[src/rtl/ifetch_pkg.sv]
// ifetch_pkg: shared types and constants for the instruction fetch front end
package ifetch_pkg;
   localparam int INSTR_BYTES = 4;
   typedef enum logic {RUN, DRAIN} fetch_state_e;
   typedef struct packed {
      logic [31:0] instr;
      logic [31:0] pc;
   } fetch_entry_t;
endpackage

[src/rtl/fetch_fifo.sv]
// fetch_fifo: power-of-two synchronous FIFO with flush, registered storage and no bypass
module fetch_fifo #(
   parameter int DEPTH = 2,
   parameter int WIDTH = 32
) (
   input  logic                     clk,
   input  logic                     rst,
   input  logic                     push,
   input  logic                     pop,
   input  logic                     flush,
   input  logic [WIDTH-1:0]         din,
   output logic [WIDTH-1:0]         dout,
   output logic                     full,
   output logic                     empty,
   output logic [$clog2(DEPTH):0]   count
);
   localparam int AW = $clog2(DEPTH);
   localparam int CW = AW + 1;
   logic [WIDTH-1:0] mem [DEPTH];
   logic [AW-1:0]    wr_ptr;
   logic [AW-1:0]    rd_ptr;
   logic             do_push;
   logic             do_pop;
   assign empty   = count == '0;
   assign full    = count == CW'(DEPTH);
   assign do_pop  = pop && !empty;
   assign do_push = push && (!full || do_pop);
   assign dout    = mem[rd_ptr];
   // pointer and occupancy tracking; flush empties the queue without touching storage
   always_ff @(posedge clk) begin
      if (rst || flush) begin
         wr_ptr <= '0;
         rd_ptr <= '0;
         count  <= '0;
      end else begin
         wr_ptr <= wr_ptr + AW'(do_push);
         rd_ptr <= rd_ptr + AW'(do_pop);
         count  <= count + CW'(do_push) - CW'(do_pop);
      end
   end
   // storage write at the tail
   always_ff @(posedge clk) begin
      if (do_push) mem[wr_ptr] <= din;
   end
   // a push into a full queue without a matching pop would lose data
   always_ff @(posedge clk) begin
      if (!rst && !flush) assert (!(push && full && !do_pop));
   end
endmodule

[src/rtl/instr_fetch.sv]
// instr_fetch: PC owner issuing credit-limited fetches and buffering in-order responses; IFETCH_PERF_EN adds perf counters
module instr_fetch
   import ifetch_pkg::*;
#(
   parameter int              XLEN       = 32,
   parameter logic [XLEN-1:0] RESET_PC   = '0,
   parameter int              FIFO_DEPTH = 2
) (
   input  logic            clk,
   input  logic            rst,
   output logic            imem_req_valid,
   input  logic            imem_req_ready,
   output logic [XLEN-1:0] imem_req_addr,
   input  logic            imem_rsp_valid,
   input  logic [XLEN-1:0] imem_rsp_data,
   input  logic            redirect_valid,
   input  logic [XLEN-1:0] redirect_pc,
   output logic            instr_valid,
   input  logic            instr_ready,
   output logic [XLEN-1:0] instr_data,
`ifdef IFETCH_PERF_EN
   output logic [XLEN-1:0] instr_pc,
   output logic [31:0]     perf_fetched,
   output logic [31:0]     perf_stall,
   output logic [31:0]     perf_flush
`else
   output logic [XLEN-1:0] instr_pc
`endif
);
   localparam int CW = $clog2(FIFO_DEPTH) + 1;
   fetch_state_e      state;
   fetch_state_e      state_nx;
   logic [XLEN-1:0]   pc;
   logic [XLEN-1:0]   pc_nx;
   logic [XLEN-1:0]   tag_pc;
   logic [2*XLEN-1:0] head;
   logic [CW-1:0]     outstanding;
   logic [CW-1:0]     outstanding_nx;
   logic [CW-1:0]     drop;
   logic [CW-1:0]     drop_nx;
   logic [CW-1:0]     eff_out;
   logic [CW-1:0]     buf_count;
   logic [CW-1:0]     tag_count;
   logic              req_fire;
   logic              rsp_take;
   logic              pop;
   logic              buf_full;
   logic              buf_empty;
   logic              tag_full;
   logic              tag_empty;
   assign imem_req_valid = !rst && state == RUN && !redirect_valid && !tag_full &&
                           int'(outstanding) + int'(buf_count) < FIFO_DEPTH;
   assign imem_req_addr  = pc;
   assign req_fire       = imem_req_valid && imem_req_ready;
   assign rsp_take       = imem_rsp_valid && state == RUN && !redirect_valid;
   assign pop            = instr_valid && instr_ready && !redirect_valid;
   assign eff_out        = outstanding - CW'(imem_rsp_valid);
   assign instr_valid    = !buf_empty;
   assign instr_data     = instr_valid ? head[2*XLEN-1:XLEN] : '0;
   assign instr_pc       = instr_valid ? head[XLEN-1:0] : '0;
   // pc tags of accepted requests, consumed as their responses are kept
   fetch_fifo #(.DEPTH(FIFO_DEPTH), .WIDTH(XLEN)) u_tag (
      .clk(clk), .rst(rst), .push(req_fire), .pop(rsp_take), .flush(redirect_valid),
      .din(pc), .dout(tag_pc), .full(tag_full), .empty(tag_empty), .count(tag_count)
   );
   // instruction buffer holding {instr, pc} pairs for the core
   fetch_fifo #(.DEPTH(FIFO_DEPTH), .WIDTH(2*XLEN)) u_buf (
      .clk(clk), .rst(rst), .push(rsp_take), .pop(pop), .flush(redirect_valid),
      .din({imem_rsp_data, tag_pc}), .dout(head), .full(buf_full), .empty(buf_empty), .count(buf_count)
   );
   // next pc, credits and drain bookkeeping; a redirect overrides sequential fetch
   always_comb begin
      pc_nx          = req_fire ? pc + XLEN'(INSTR_BYTES) : pc;
      outstanding_nx = outstanding + CW'(req_fire) - CW'(imem_rsp_valid);
      drop_nx        = state == DRAIN ? drop - CW'(imem_rsp_valid) : drop;
      state_nx       = state == DRAIN && drop_nx == '0 ? RUN : state;
      if (redirect_valid) begin
         pc_nx = redirect_pc & ~XLEN'(3);
         if (state == RUN) begin
            drop_nx  = eff_out;
            state_nx = eff_out == '0 ? RUN : DRAIN;
         end
      end
   end
   // fetch state registers
   always_ff @(posedge clk) begin
      if (rst) begin
         state       <= RUN;
         pc          <= RESET_PC;
         outstanding <= '0;
         drop        <= '0;
      end else begin
         state       <= state_nx;
         pc          <= pc_nx;
         outstanding <= outstanding_nx;
         drop        <= drop_nx;
      end
   end
   // kept responses always have a tag and a buffer slot; tags track credits while running
   always_ff @(posedge clk) begin
      if (!rst) begin
         assert (!(rsp_take && tag_empty));
         assert (!(rsp_take && buf_full && !pop));
         assert (state == DRAIN || tag_count == outstanding);
      end
   end
`ifdef IFETCH_PERF_EN
   // saturating event counters for delivered instructions, starved cycles and redirects
   always_ff @(posedge clk) begin
      if (rst) begin
         perf_fetched <= '0;
         perf_stall   <= '0;
         perf_flush   <= '0;
      end else begin
         perf_fetched <= perf_fetched + 32'(pop && perf_fetched != '1);
         perf_stall   <= perf_stall + 32'(instr_ready && !instr_valid && perf_stall != '1);
         perf_flush   <= perf_flush + 32'(redirect_valid && perf_flush != '1);
      end
   end
`endif
endmodule

[config.mk]
export PLATFORM = sky130hd
export DESIGN_NAME = instr_fetch
export DESIGN_NICKNAME = d
export VERILOG_FILES = /design/src/rtl/ifetch_pkg.sv /design/src/rtl/fetch_fifo.sv /design/src/rtl/instr_fetch.sv
export SDC_FILE = /design/constraint.sdc
export NUM_CORES = 1
export LEC_CHECK = 0
export CORE_ASPECT_RATIO = 0.7
export CORE_UTILIZATION = 53
export DETAILED_ROUTE_END_ITERATION = 16
export GPL_TIMING_DRIVEN = 1
export HOLD_SLACK_MARGIN = 0.02
export PLACE_DENSITY = 0.8
export SETUP_SLACK_MARGIN = 0.3
export SYNTH_ARGS = -nofsm -noshare
export SYNTH_HDL_FRONTEND = slang
export SYNTH_HIERARCHICAL = 1
export SYNTH_SLANG_ARGS = --single-unit
[constraint.sdc]
create_clock -name clk -period 6.1 [get_ports clk]
set_clock_uncertainty 0.15 [all_clocks]
set_input_delay 1.83 -clock clk [delete_from_list [all_inputs] [get_ports clk]]
set_output_delay 1.83 -clock clk [all_outputs]
set_load 0.01 [all_outputs]
==> metrics.cfg <==
[floorplan]
core_sq_um=18210
die_y_microns=116.7
start_util=0.5473
fp-row-count=41
ios=168
die_w_microns=165.9
die_area_sq_um=19370

[final_layout]
ff_latch_area_sq_um=6631
areaGrowthSynthToFinish_pct=25.57
final_net_count=941
diodes=0
fill_cells=1226
multiInputGateArea_sq_um=3167
drive_above_1_share=0.07078

[routing]
vias=6278
dr.pass1.iters=11
wl_microns=21290
wl_per_cell_microns=19.14
vias_per_cell=5.646
drc=13
first_iter_violations=518
drtAntennaViolNets=0

[sta]
final.min_clock_period_ns=5.295
rsz0062_at_grt=false
finalSetupViolCount=0
fin_crit_sh=0.8680
fmax_mhz=188.9
totalNegativeSetupSlack_ns=0
hold_viol=0
slew_viol_final=0
relSlewSlack=0.3260
worst-slew-pin-transition_ns=1.011
holdWs_ns=0.3374

[grt]
grt_overflow=0
grt_usage=0.2160
grt_pass1_vias=6210
antenna_found_initial=0
grt_max_degree=66
grt_pass1_wl_microns=32500

[place]
portBuffers=163
place_congestion=0.7549
dp_hpwl_microns=13160

[clock_network]
h-tree-depth=1
cts_buffer_depth=3
cts_tree=built
cts_setup_buffers=0
hold_buffers=0
post_cts_resize_count=0
clkSinkCount=235
cts_root_buffer=clkbuf_16
clkSlewWorstSetupHoldPaths_ns=0.06
cts_made_buffers=23
insertion_delay_ns=0.51

[critical_path]
end_kind=output port
cp.required_ns=4.12
worstSetupStartpointType=input port
critPathMaxFanout=3
arrival_ns=3.31
crit_type=input port to output port

[synthesis]
syn_area_sq_um=9967
synthCells=696
avgSynthCellArea_sq_um=14.32
synth_warnings=6

[status]
violations=design-rule violations
status=complete, but fails checks

[flow_run]
maxCapViolations=0

[pwr]
powerDensity_nw_per_um2=275.0
peakVddDrop_v=0.0001850
p_leak_nw=4.118

[worst_hold_path]
hp-class=flop to flop

power by group:
group | switching [mW] | internal, mW
Sequential | 0.0473 | 1.81
Clock | 0.564 | 0.748
Combinational | 0.134 | 0.137
per-layer routing:
metal / vias up / wire [microns] / track usage
met5: - / 0 / 0
met4: 0 / 362 / 0.06293
met3: 31 / 1300 / 0.03761
met2: 243 / 10360 / 0.3716
met1: 3093 / 9268 / 0.2856
li1: 2911 / - / -
critical path, cell delays in order:
cell and delay [ns]:
clkdlybuf4s50_1 0.46, nor4_4 0.32, and2_1 0.17, clkdlybuf4s50_1 0.53
stage by stage:
step / area (sq um) / cells / power, mW / worst slack (ns) / utilization
6_report: 12520 / 1112 / 3.442 / 0.8050 / 0.6873
5_1_grt: 12520 / 1112 / 3.559 / 0.7375 / 0.6873
4_1_cts: 12520 / 1112 / 3.466 / 0.7948 / 0.6873
3_5_place_dp: 11810 / 1070 / 2.162 / 0.8070 / 0.6487
3_3_place_gp: 11810 / 1070 / 2.141 / 0.7975 / 0.6487
2_1_floorplan: 9986 / 701 / 2.023 / 0.9415 / -
area by class of cell:
cell class / count / area share
sequential: 235 / 0.5298
clock inverter: 8 / 0.003599
clock buffer: 34 / 0.05248
timing repair buffer: 169 / 0.1336
inverter: 13 / 0.003899
tap: 236 / 0.02359
multi-input combinational: 417 / 0.2530
final timing paths:
check            startpoint         endpoint  slack [ns]  depth (start not counted)
min                 drop[1]          drop[1]        0.34                          2
max                     rst   imem_req_valid        0.81                          4
max reg2reg  u_buf/count[1]  u_buf/mem[0][3]        2.58                          6
min reg2reg         drop[1]          drop[1]        0.34                          2
state kept, by name, summed over array words and instances (netlist names):
register and count:
u_buf/mem 128, u_tag/mem 64, imem_req_addr 30, drop 2, outstanding 2, u_buf/count 2
u_tag/count 2, state 1, u_buf/rd_ptr 1, u_buf/wr_ptr 1, u_tag/rd_ptr 1, u_tag/wr_ptr 1
placed cells by master (no fill, tap or decap), types with 5 or more instances in the layout:
| cell type | count |
|---|---|
| nand2_1 | 24 |
| nand3_1 | 17 |
| mux2_1 | 96 |
| conb_1 | 6 |
| xor2_1 | 18 |
| edfxtp_1 | 192 |
| a22oi_1 | 9 |
| a31oi_1 | 8 |
| o21ai_0 | 12 |
| a21oi_1 | 27 |
| inv_1 | 12 |
| nor3_1 | 5 |
| ha_1 | 7 |
| clkbuf_1 | 7 |
| nor2b_1 | 73 |
| clkbuf_16 | 23 |
| clkdlybuf4s50_1 | 162 |
| buf_4 | 6 |
| o22ai_1 | 8 |
| dfxtp_1 | 41 |
| nor2_1 | 27 |
| nand4_1 | 10 |
No activity file was read; power rests on OpenSTA's default activity.
